## config.mk

```make
export PLATFORM = sky130hd
export DESIGN_NAME = wm8731_dac_i2s_tx_flat
export DESIGN_NICKNAME = d
export VERILOG_FILES = /design/src/rtl/wm8731_pkg.sv /design/src/rtl/wm8731_dac_i2s_tx_if.sv /design/src/rtl/wm8731_sync_fifo.sv /design/src/rtl/wm8731_dac_i2s_tx.sv /design/src/flat_wrapper.sv
export SDC_FILE = /design/constraint.sdc
export NUM_CORES = 1
export LEC_CHECK = 0
export ABC_AREA = 1
export CAP_MARGIN = 40
export CORE_MARGIN = 1
export CORE_UTILIZATION = 65
export CTS_CLUSTER_SIZE = 40
export DETAILED_ROUTE_END_ITERATION = 7
export DONT_BUFFER_PORTS = 1
export GPL_TIMING_DRIVEN = 1
export PLACE_DENSITY_LB_ADDON = 0.15
export SLEW_MARGIN = 5
export SYNTH_ARGS = -nofsm -noshare
export SYNTH_HDL_FRONTEND = slang
export SYNTH_HIERARCHICAL = 1
export SYNTH_SLANG_ARGS = --single-unit
```

## constraint.sdc

```tcl
create_clock -name clk -period 7.2 [get_ports clk]
set_clock_uncertainty 0.1 [all_clocks]
set_input_delay 1.08 -clock clk [delete_from_list [all_inputs] [get_ports clk]]
set_output_delay 1.08 -clock clk [all_outputs]
set_load 0.05 [all_outputs]
```

## src/rtl/wm8731_pkg.sv

```systemverilog
// Shared definitions for the WM8731 DAC I2S transmit path: frame geometry,
// mute word, bus address of the audio register and the serialiser state set.
package wm8731_pkg;

  localparam int I2S_SLOTS = 32;
  localparam int I2S_HALF  = 16;

  localparam logic [31:0] DAC_MUTE_WORD  = 32'h0000_0000;
  localparam logic [7:0]  ADDR_DAC_AUDIO = 8'h0C;

  typedef enum logic [1:0] {
    ST_IDLE  = 2'd0,
    ST_RUN   = 2'd1,
    ST_DRAIN = 2'd2
  } dac_state_e;

  typedef logic [4:0] slot_t;

  // DACLRCK level for a given slot: the upper half of the frame is the right channel.
  function automatic logic slot_is_right(input slot_t slot);
    return (slot >= slot_t'(I2S_HALF));
  endfunction

endpackage

```

## src/rtl/wm8731_dac_i2s_tx_if.sv

```systemverilog
// Sample write channel into the DAC transmitter: valid/ready handshake
// carrying one {left,right} stereo word per accepted cycle.
interface wm8731_dac_i2s_tx_if #(
  parameter int DATA_W = 32
);
  logic [DATA_W-1:0] wr_data;
  logic              wr_valid;
  logic              wr_ready;

  modport master (output wr_data, output wr_valid, input  wr_ready);
  modport slave  (input  wr_data, input  wr_valid, output wr_ready);
endinterface

```

## src/rtl/wm8731_sync_fifo.sv

```systemverilog
// Single-clock sample FIFO. Level, full and empty are held in registers so the
// handshake and the serialiser both see glitch-free flags. Push while full and
// pop while empty are ignored, so callers may drive them unconditionally.
module wm8731_sync_fifo #(
  parameter  int DATA_W = 32,
  parameter  int DEPTH  = 4,
  localparam int AW     = (DEPTH > 1) ? $clog2(DEPTH) : 1,
  localparam int LW     = $clog2(DEPTH) + 1
) (
  input  logic              clk,
  input  logic              rst_n,
  input  logic              push,
  input  logic              pop,
  input  logic [DATA_W-1:0] wr_data,
  output logic [DATA_W-1:0] rd_data,
  output logic [LW-1:0]     level,
  output logic              full,
  output logic              empty
);

  logic [DATA_W-1:0] mem_r [DEPTH];
  logic [AW-1:0]     wr_ptr_r;
  logic [AW-1:0]     rd_ptr_r;
  logic [LW-1:0]     level_r;
  logic [LW-1:0]     level_nxt_s;
  logic              full_r;
  logic              empty_r;
  logic              push_ok_s;
  logic              pop_ok_s;

  assign push_ok_s = push & ~full_r;
  assign pop_ok_s  = pop & ~empty_r;

  // Occupancy after this cycle's push/pop; both together leave it unchanged.
  always_comb begin
    level_nxt_s = level_r;
    case ({push_ok_s, pop_ok_s})
      2'b10:   level_nxt_s = level_r + LW'(1);
      2'b01:   level_nxt_s = level_r - LW'(1);
      default: level_nxt_s = level_r;
    endcase
  end

  // Pointers wrap modulo DEPTH (power of two); flags derive from the next level.
  always_ff @(posedge clk) begin
    if (!rst_n) begin
      wr_ptr_r <= {AW{1'b0}};
      rd_ptr_r <= {AW{1'b0}};
      level_r  <= {LW{1'b0}};
      full_r   <= 1'b0;
      empty_r  <= 1'b1;
    end else begin
      if (push_ok_s) wr_ptr_r <= wr_ptr_r + AW'(1);
      if (pop_ok_s)  rd_ptr_r <= rd_ptr_r + AW'(1);
      level_r <= level_nxt_s;
      full_r  <= (level_nxt_s == LW'(DEPTH));
      empty_r <= (level_nxt_s == {LW{1'b0}});
    end
  end

  // Storage array; contents need no reset because the pointers define validity.
  always_ff @(posedge clk) begin
    if (push_ok_s) mem_r[wr_ptr_r] <= wr_data;
  end

  assign rd_data = mem_r[rd_ptr_r];
  assign level   = level_r;
  assign full    = full_r;
  assign empty   = empty_r;

endmodule

```

## src/rtl/wm8731_dac_i2s_tx.sv

```systemverilog
// I2S master transmitter for the WM8731 DAC. Buffers {L,R} words in a small
// FIFO, generates BCLK/DACLRCK from clk and shifts each word out MSB first with
// the standard one-BCLK I2S delay. LRCK and DATA only move on BCLK falling edges.
// Optional feature: define WM8731_DAC_UNDERRUN_CNT_EN to add a saturating
// 16-bit underrun_cnt output. DATA_W must stay 32 (two 16-bit channels).
module wm8731_dac_i2s_tx
  import wm8731_pkg::*;
#(
  parameter  int BCLK_DIV   = 16,
  parameter  int FIFO_DEPTH = 4,
  parameter  int DATA_W     = 32,
  localparam int LVL_W      = $clog2(FIFO_DEPTH) + 1
) (
  input  logic                 clk,
  input  logic                 rst_n,
  wm8731_dac_i2s_tx_if.slave   wr,
  input  logic                 enable,
  output logic                 dac_bclk,
  output logic                 dac_lrck,
  output logic                 dac_dat,
  output logic [LVL_W-1:0]     fifo_level,
  output logic                 underrun
`ifdef WM8731_DAC_UNDERRUN_CNT_EN
  ,
  output logic [15:0]          underrun_cnt
`endif
);

  localparam int CNT_W = (BCLK_DIV > 1) ? $clog2(BCLK_DIV) : 1;

  dac_state_e        state_r;
  dac_state_e        state_nxt_s;
  logic [CNT_W-1:0]  cnt_r;
  logic              bclk_r;
  logic              lrck_r;
  logic              dat_r;
  logic              underrun_r;
  slot_t             slot_r;
  logic [DATA_W-1:0] word_r;

  logic [DATA_W-1:0] fifo_rd_data_s;
  logic              fifo_full_s;
  logic              fifo_empty_s;

  logic              active_s;
  logic              wrap_s;
  logic              fall_s;
  logic              load_s;
  logic              shift_s;
  logic              clear_s;
  logic              lrck_nxt_s;
  logic              dat_nxt_s;
  logic              underrun_nxt_s;

  wm8731_sync_fifo #(
    .DATA_W (DATA_W),
    .DEPTH  (FIFO_DEPTH)
  ) u_fifo (
    .clk     (clk),
    .rst_n   (rst_n),
    .push    (wr.wr_valid),
    .pop     (load_s),
    .wr_data (wr.wr_data),
    .rd_data (fifo_rd_data_s),
    .level   (fifo_level),
    .full    (fifo_full_s),
    .empty   (fifo_empty_s)
  );

  assign wr.wr_ready = ~fifo_full_s;

  assign active_s = (state_r == ST_RUN) || (state_r == ST_DRAIN);
  assign wrap_s   = (cnt_r == CNT_W'(BCLK_DIV - 1));
  assign fall_s   = active_s & wrap_s & bclk_r;

  // BCLK divider: free-runs only while serialising, parked low when idle.
  always_ff @(posedge clk) begin
    if (!rst_n) begin
      cnt_r  <= {CNT_W{1'b0}};
      bclk_r <= 1'b0;
    end else if (!active_s) begin
      cnt_r  <= {CNT_W{1'b0}};
      bclk_r <= 1'b0;
    end else if (wrap_s) begin
      cnt_r  <= {CNT_W{1'b0}};
      bclk_r <= ~bclk_r;
    end else begin
      cnt_r  <= cnt_r + CNT_W'(1);
    end
  end

  // Slot counter: holds the slot handled at the next BCLK falling edge.
  always_ff @(posedge clk) begin
    if (!rst_n) begin
      slot_r <= 5'd0;
    end else if (!active_s || clear_s) begin
      slot_r <= 5'd0;
    end else if (fall_s) begin
      slot_r <= slot_r + 5'd1;
    end
  end

  // FSM state register.
  always_ff @(posedge clk) begin
    if (!rst_n) begin
      state_r <= ST_IDLE;
    end else begin
      state_r <= state_nxt_s;
    end
  end

  // FSM next state: enable is only honoured at frame boundaries (slot 31).
  always_comb begin
    state_nxt_s = state_r;
    case (state_r)
      ST_IDLE: begin
        if (enable) state_nxt_s = ST_RUN;
        else        state_nxt_s = ST_IDLE;
      end
      ST_RUN: begin
        if (fall_s && (slot_r == 5'd31) && !enable) state_nxt_s = ST_DRAIN;
        else                                        state_nxt_s = ST_RUN;
      end
      ST_DRAIN: begin
        if (fall_s && (slot_r == 5'd1)) state_nxt_s = ST_IDLE;
        else                            state_nxt_s = ST_DRAIN;
      end
      default: state_nxt_s = ST_IDLE;
    endcase
  end

  // FSM outputs: per-falling-edge pin values and shift-register control.
  always_comb begin
    load_s         = 1'b0;
    shift_s        = 1'b0;
    clear_s        = 1'b0;
    lrck_nxt_s     = lrck_r;
    dat_nxt_s      = dat_r;
    underrun_nxt_s = 1'b0;
    case (state_r)
      ST_RUN: begin
        if (!fall_s) begin
          lrck_nxt_s = lrck_r;
        end else if (slot_r == 5'd0) begin
          // Frame start: previous word's LSB goes out while the next word loads.
          lrck_nxt_s     = 1'b0;
          dat_nxt_s      = word_r[DATA_W-1];
          load_s         = 1'b1;
          underrun_nxt_s = fifo_empty_s;
        end else begin
          lrck_nxt_s = slot_is_right(slot_r);
          dat_nxt_s  = word_r[DATA_W-1];
          shift_s    = 1'b1;
        end
      end
      ST_DRAIN: begin
        if (!fall_s) begin
          lrck_nxt_s = lrck_r;
        end else if (slot_r == 5'd0) begin
          // Trailing slot carries the last word's LSB; nothing is popped.
          lrck_nxt_s = 1'b0;
          dat_nxt_s  = word_r[DATA_W-1];
        end else begin
          lrck_nxt_s = 1'b1;
          dat_nxt_s  = 1'b0;
          clear_s    = 1'b1;
        end
      end
      ST_IDLE: begin
        lrck_nxt_s = lrck_r;
      end
      default: begin
        lrck_nxt_s = 1'b1;
        dat_nxt_s  = 1'b0;
        clear_s    = 1'b1;
      end
    endcase
  end

  // Pin registers and shift register; cleared word makes the next first frame start with 0.
  always_ff @(posedge clk) begin
    if (!rst_n) begin
      lrck_r     <= 1'b1;
      dat_r      <= 1'b0;
      underrun_r <= 1'b0;
      word_r     <= DATA_W'(DAC_MUTE_WORD);
    end else begin
      lrck_r     <= lrck_nxt_s;
      dat_r      <= dat_nxt_s;
      underrun_r <= underrun_nxt_s;
      if (load_s) begin
        word_r <= fifo_empty_s ? DATA_W'(DAC_MUTE_WORD) : fifo_rd_data_s;
      end else if (shift_s) begin
        word_r <= {word_r[DATA_W-2:0], 1'b0};
      end else if (clear_s) begin
        word_r <= DATA_W'(DAC_MUTE_WORD);
      end
    end
  end

  assign dac_bclk = bclk_r;
  assign dac_lrck = lrck_r;
  assign dac_dat  = dat_r;
  assign underrun = underrun_r;

`ifdef WM8731_DAC_UNDERRUN_CNT_EN
  logic [15:0] underrun_cnt_r;

  // Saturating count of underrun events since reset.
  always_ff @(posedge clk) begin
    if (!rst_n) begin
      underrun_cnt_r <= 16'h0000;
    end else if (underrun_nxt_s && (underrun_cnt_r != 16'hFFFF)) begin
      underrun_cnt_r <= underrun_cnt_r + 16'h0001;
    end
  end

  assign underrun_cnt = underrun_cnt_r;
`endif

endmodule

```

## src/flat_wrapper.sv

```systemverilog
// flat-port wrapper written by rule: the top's interface ports become plain ports
module wm8731_dac_i2s_tx_flat import wm8731_pkg::*;
#(
  parameter  int BCLK_DIV   = 16,
  parameter  int FIFO_DEPTH = 4,
  parameter  int DATA_W     = 32,
  localparam int LVL_W      = $clog2(FIFO_DEPTH) + 1
)
  (clk, rst_n, enable, dac_bclk, dac_lrck, dac_dat, fifo_level, underrun, wr_wr_data, wr_wr_valid, wr_wr_ready);
  wm8731_dac_i2s_tx_if #(.DATA_W(DATA_W)) wr_i ();
  input  logic clk;
  input  logic rst_n;
  input  logic enable;
  output logic dac_bclk;
  output logic dac_lrck;
  output logic dac_dat;
  output logic [LVL_W-1:0] fifo_level;
  output logic underrun;
  input wire logic [$bits(wr_i.wr_data)-1:0] wr_wr_data;
  input wire logic [$bits(wr_i.wr_valid)-1:0] wr_wr_valid;
  output wire logic [$bits(wr_i.wr_ready)-1:0] wr_wr_ready;
  assign wr_i.wr_data = wr_wr_data;
  assign wr_i.wr_valid = wr_wr_valid;
  assign wr_wr_ready = wr_i.wr_ready;
  wm8731_dac_i2s_tx #(.BCLK_DIV(BCLK_DIV), .FIFO_DEPTH(FIFO_DEPTH), .DATA_W(DATA_W)) u_core (.clk(clk), .rst_n(rst_n), .wr(wr_i), .enable(enable), .dac_bclk(dac_bclk), .dac_lrck(dac_lrck), .dac_dat(dac_dat), .fifo_level(fifo_level), .underrun(underrun));
endmodule
```

==> reports/metrics.cfg, run 1 <==
[detailed_routing]
dr.pass1.iters=5
drc=0
vias=5863
wire_per_inst_um=15.61
dr.first_iter.drc_count=515
vias_per_cell=5.698
postRouteAntennaNets=0
routed_wl_um=16060

[sta]
setup_viol=0
setup_tns_ns=0
rsz0062_at_grt=false
hold_ws_ns=0.3564
slew_violations=0
tightest_slew_ns=0.7729
hold_viol_final=0
period_share=0.5397
fmax_mhz=257.3
layout_setup_ws_ns=3.314
finalCriticalPeriod_ns=3.886
max_slew_margin=0.4835

[die]
fp.dieW_um=115.1
coreArea_sq_um=12210
die-area_sq_um=13240
initial_core_util=0.6805
ioPinCount=44
fp.dieH_um=115.1
rows=40

[setup_path]
required_ns=7.43
cp.arrival_ns=4.11
worstSetupPathType=reg2reg
critPathLaunchType=register
endpoint_kind=register
critPathMaxFanout=35

[layout]
syn2layout_area_growth_pct=6.896
antennaDiodeCount=0
final_nets=899
drive_gt1_frac=0.07085

[logic_synthesis]
syn_area_sq_um=8310
yosysWarnings=6
synth.top_cell.area_share=0.4625
synth_xor_area_frac=0.002108
syn_area_per_cell_sq_um=9.585
synth_simple_gate_area_frac=0.2016
syn_nets=918
ys_seq_area_frac=0.6022
ys_seq_elements=186
synth-adder-area-share=0.02349
synth.area.mux_share=0
synth_compound_area_frac=0.07934
post-synth-top-area-cell=edfxtp_1
ys_types=31
netlist_top_cells_area=edfxtp_1, dfxtp_1, nor2_1, nand3_1, inv_1
synth_top_family_by_area=simple AND/OR/NAND/NOR gates
syn_inst=867

[global_routing]
grt_max_degree=66
grt_use_total=0.2650
grt_pass1_wl_um=26510
grt_pass1_vias=5810
antenna_found_initial=0
overflow=0

[power_and_ir_drop]
total_power_w=0.002302
power_density_nw_per_um2=259.1
p_leak_nw=3.588
vdd_ir_drop_max_mv=0.2831

[clocking]
worstSkewPairLatency_ns=0.43
cts_sinks=186
h-tree-depth=4
cts_buffers=17
clock_path_buffers=2
cts_tree=yes
hold_buffers=0
cts-root-buf=clkbuf_16
cts_resized=0
clkSlewWorstSetupHoldPaths_ns=0.07
cts_setup_buffers=0

[run]
cap_violations=0

[placed_design]
place_ws_ns=3.394
hpwl_um=9208
place_congestion=0.8043
numPortBuffers=0

[status]
outcome=complete, no violations

[worst_hold_path]
hold_path.class=reg2reg

[final cells by class]
type / instances / area [sq um]
fill: 883 / 3328
timing repair buffer: 10 / 102.6
tap: 168 / 210.2
clock inverter: 15 / 187.7
inverter: 103 / 394.1
multi-input combinational: 530 / 2557
clock buffer: 17 / 425.4
sequential: 186 / 5006
[per-layer routing]
| metal | share of wire | GRT usage | up-vias |
|---|---|---|---|
| li1 | - | - | 2851 |
| met4 | 0.029 | 0.1550 | 0 |
| met3 | 0.055 | 0.05640 | 36 |
| met5 | 0 | 0 | - |
| met2 | 0.51 | 0.4566 | 192 |
| met1 | 0.41 | 0.3071 | 2784 |
[synthesized netlist by cell type (all sizes together)]
cell	n
o21ai	71
o211ai	3
xor2	2
nand4	2
edfxtp	128
nand2	93
dfxtp	58
o22ai	32
buf	36
a21oi	13
ha	14
a211o	1
nor3b	2
fa	1
o21bai	1
nor3	2
inv	103
nand3	106
and3	1
clkbuf	12
nor2	186
[through the flow]
stage,instances,instance area (sq um),utilization
global placement,995,8228,0.6738
global route,1029,8884,0.7275
floorplan,867,8310,-
detailed placement,997,8270,0.6773
finish,1029,8884,0.7275
CTS,1029,8884,0.7275
[cell usage in the layout (no fill, tap or decap), types with 5 or more instances in the layout]
cell	instances
buf_4	8
edfxtp_1	128
nand2_1	92
o21ai_0	43
o22ai_1	32
o21ai_1	28
inv_1	100
ha_1	14
nand3_1	103
clkbuf_16	17
dfxtp_1	57
inv_6	5
nor2_2	8
a21oi_1	13
nor2_1	176
[cell families (layout without fill, tap and decap cells)]
kind of cell / after synthesis / after routing
and+or+nand+nor: 392 / 392
DFF: 186 / 186
buffers and inverters: 151 / 145
AOI/OAI and AO/OA: 121 / 121
adders and majority gates: 15 / 15
xor gates and xnor gates: 2 / 2
[flip-flops by register name, summed over array words and instances, names as in the netlist, named ones only]
signal                  cells
u_core/u_fifo/empty         1
u_core/underrun             1
u_core/u_fifo/mem_r       128
u_core/dac_lrck             1
u_core/cnt_r                4
u_core/u_fifo/wr_ptr_r      2
u_core/word_r              32
u_core/dac_dat              1
u_core/u_fifo/level         3
u_core/dac_bclk             1
u_core/u_fifo/rd_ptr_r      2
u_core/slot_r               5
u_core/state_r              2
u_core/u_fifo/full          1
[where the power goes]
| group | internal, W | total (W) | leakage [nW] | switching (W) |
|---|---|---|---|---|
| clock network | 0.000553 | 0.000958 | 0.293 | 0.000404 |
| registers | 0.00119 | 0.00122 | 1.65 | 0.0000232 |
| logic | 0.0000426 | 0.000127 | 1.64 | 0.0000842 |
[critical path: stages, from the launching register on]
cell and delay, ns:
dfxtp_1 0.34, inv_1 0.10, ha_1 0.16, nand3_2 0.57, inv_1 0.72, nand2_1 0.18
inv_1 0.09, inv_1 0.04, nor2_2 0.15, ha_1 0.19, inv_1 0.07, fa_1 0.47
o21ai_0 0.31, a21oi_1 0.12, nand3_1 0.09, nand2_1 0.06
[path summary, 6_finish.rpt]
check,start,to,slack [ns],depth (start not counted)
setup / recovery,u_core/slot_r[0],u_core/u_fifo/empty,3.31,15
hold / removal,u_core/cnt_r[0],u_core/cnt_r[0],0.36,1
setup reg to reg,u_core/slot_r[0],u_core/u_fifo/empty,3.31,15
hold reg to reg,u_core/cnt_r[0],u_core/cnt_r[0],0.36,1
(Power assumes the default switching activity.)
==> inputs of run 2 (changes only) <==
CORE_UTILIZATION = 63   (was 65)
clock period = 3.8 ns   (was 7.2 ns; I/O delays follow)
==> run 2 against run 1 <==
Net effect: via count is 1.9% lower; non-clock buffer count grew 4; clock-buffer cell count unchanged; global-route usage is 1.3 points lower; final cell count is 0.78% higher; clock power rose by 83%; register-to-register slack lost 2.5 ns; critical path depth unchanged; worst hold slack got worse by 0.24 ns; largest power group unchanged.
==> reports/metrics.cfg, run 2 (synthesis results as in run 1) <==
[detailed_routing]
dr.pass1.iters=5  ; unchanged
routed_wl_um=15740  ; was 16,060 um
vias_per_cell=5.548  ; was 5.698
postRouteAntennaNets=0  ; unchanged
vias=5753  ; was 5,863
dr.first_iter.drc_count=390  ; was 515
wire_per_inst_um=15.18  ; was 15.61 um
drc=0  ; unchanged

[power_and_ir_drop]
total_power_w=0.004289  ; was 0.002302 W
power_density_nw_per_um2=483.4  ; was 259.1 nW/um^2
p_leak_nw=3.595  ; was 3.588 nW
vdd_ir_drop_max_mv=0.4079  ; was 0.2831 mV

[setup_path]
critPathLaunchType=register  ; unchanged
cp-endpoint=u_core/u_fifo/full  ; was u_core/u_fifo/empty
required_ns=4.07  ; was 7.43 ns
endpoint_kind=register  ; unchanged
crit-reg2reg-launch=u_core/state_r[0]  ; was u_core/slot_r[0]
worstSetupStartpoint=u_core/state_r[0]  ; was u_core/slot_r[0]
critPathMaxFanout=5  ; was 35
cp.arrival_ns=3.21  ; was 4.11 ns
worstSetupPathType=reg2reg  ; unchanged
r2r-end=u_core/u_fifo/full  ; was u_core/u_fifo/empty
ff2ff_setup_slack_ns=0.86  ; was 3.31 ns
reg2reg_depth=15  ; unchanged

[clocking]
worstSkewPairLatency_ns=0.43  ; about the same
hold_buffers=0  ; unchanged
clkSlewWorstSetupHoldPaths_ns=0.07  ; about the same
cts_tree=yes  ; unchanged
cts_sinks=186  ; unchanged
cts-root-buf=clkbuf_16  ; unchanged
h-tree-depth=4  ; unchanged
cts_buffers=17  ; unchanged
cts_setup_buffers=0  ; unchanged
cts_resized=0  ; unchanged
clock_path_buffers=2  ; unchanged

[sta]
period_share=0.7731  ; was 0.5397
rsz0062_at_grt=false  ; unchanged
setup_viol=0  ; unchanged
fmax_mhz=340.4  ; was 257.3 MHz
max_slew_margin=0.4940  ; was 0.4835
hold_viol_final=0  ; unchanged
hold_ws_ns=0.1182  ; was 0.3564 ns
tightest_slew_ns=0.7572  ; was 0.7729 ns
setup_tns_ns=0  ; unchanged
finalCriticalPeriod_ns=2.938  ; was 3.886 ns
slew_violations=0  ; unchanged

[global_routing]
grt_pass1_wl_um=25720  ; was 26,510 um
overflow=0  ; unchanged
grt_max_degree=65  ; was 66
grt_use_total=0.2519  ; was 0.2650
antenna_found_initial=0  ; unchanged
grt_pass1_vias=5678  ; was 5,810

[layout]
syn2layout_area_growth_pct=6.775  ; was 6.896%
final_nets=903  ; was 899
top_register=u_core/u_fifo/mem_r  ; unchanged
largestRegisters=u_core/u_fifo/mem_r: 128 flops, u_core/word_r: 32 flops, u_core/slot_r: 5 flops  ; unchanged
final_core_util=0.6975  ; was 0.7275
largest_reg_flops=128  ; unchanged
drive_gt1_frac=0.07399  ; was 0.07085
antennaDiodeCount=0  ; unchanged
final_cell_mix=nor2_1, edfxtp_1, nand3_1, inv_1, nand2_1  ; unchanged
layoutNonFillerInstCount=1037  ; was 1,029
final_common_cell=nor2_1  ; unchanged

[worst_hold_path]
hold_path.class=in2reg  ; was reg2reg

[placed_design]
hpwl_um=9082  ; was 9208 um
place_congestion=0.8394  ; was 0.8043
numPortBuffers=0  ; unchanged
dp_cells=1005  ; was 997

[die]
initial_core_util=0.6532  ; was 0.6805
rows=41  ; was 40
fp.dieW_um=116.9  ; was 115.1 um
ioPinCount=44  ; unchanged
fp.dieH_um=116.9  ; was 115.1 um
die-area_sq_um=13660  ; was 13,240 sq um
coreArea_sq_um=12720  ; was 12,210 sq um

[run]
cap_violations=0  ; unchanged

[status]
outcome=complete, no violations  ; unchanged

[run 2: cell type report]
cell class / count / area (sq um)
Clock buffer: 17 / 425.4
Clock inverter: 15 / 162.7
Fill cell: 1004 / 3849
Inverter: 103 / 394.1
Multi-Input combinational cell: 530 / 2557
Sequential cell: 186 / 5006
Tap cell: 172 / 215.2
Timing Repair Buffer: 14 / 112.6
[run 2: through the flow]
stage / setup WS, ns / area (sq um)
finish: 0.8623 / 8874
global route: 0.6012 / 8874
CTS: 0.8599 / 8874
detailed placement: 0.9144 / 8285
global placement: 1.039 / 8270
floorplan: 0.8923 / 8310
[run 2: critical path, stage by stage (launching register included)]
cell	delay, ns
dfxtp_1	0.36
inv_1	0.08
ha_1	0.38
nand2_2	0.13
nor3_4	0.21
nand2_1	0.10
inv_1	0.06
inv_1	0.04
nor2_2	0.17
ha_1	0.20
inv_1	0.07
fa_1	0.50
o21ai_0	0.11
a21oi_1	0.19
nand2_1	0.09
nor2_1	0.09
[run 2: how the worst min path moves through the flow]
stage	depth (start not counted)	to	slack, ns	startpoint
4_1_cts	1	u_core/u_fifo/empty	0.1	rst_n
3_5_place_dp	1	u_core/cnt_r[0]	0.34	u_core/cnt_r[0]
3_3_place_gp	1	u_core/cnt_r[0]	0.33	u_core/cnt_r[0]
6_report	1	u_core/u_fifo/empty	0.12	rst_n
5_1_grt	1	u_core/u_fifo/empty	0.10	rst_n
2_1_floorplan	1	u_core/cnt_r[0]	0.32	u_core/cnt_r[0]
[run 2: routing by layer]
layer  vias to the layer above  wire length (um)  GRT usage  share of wire
met1                      2697              6666     0.2823           0.42
met3                        24               916    0.06025          0.058
met5                         -                 0          0              0
met2                       167              7845     0.4450           0.50
met4                         0               309     0.1376          0.020
li1                       2865                 -          -              -
[run 2: power breakdown]
group          switching (W)  total [W]  internal (W)
Combinational       0.000155   0.000234     0.0000783
Clock               0.000768    0.00175      0.000982
Sequential         0.0000436    0.00231       0.00226
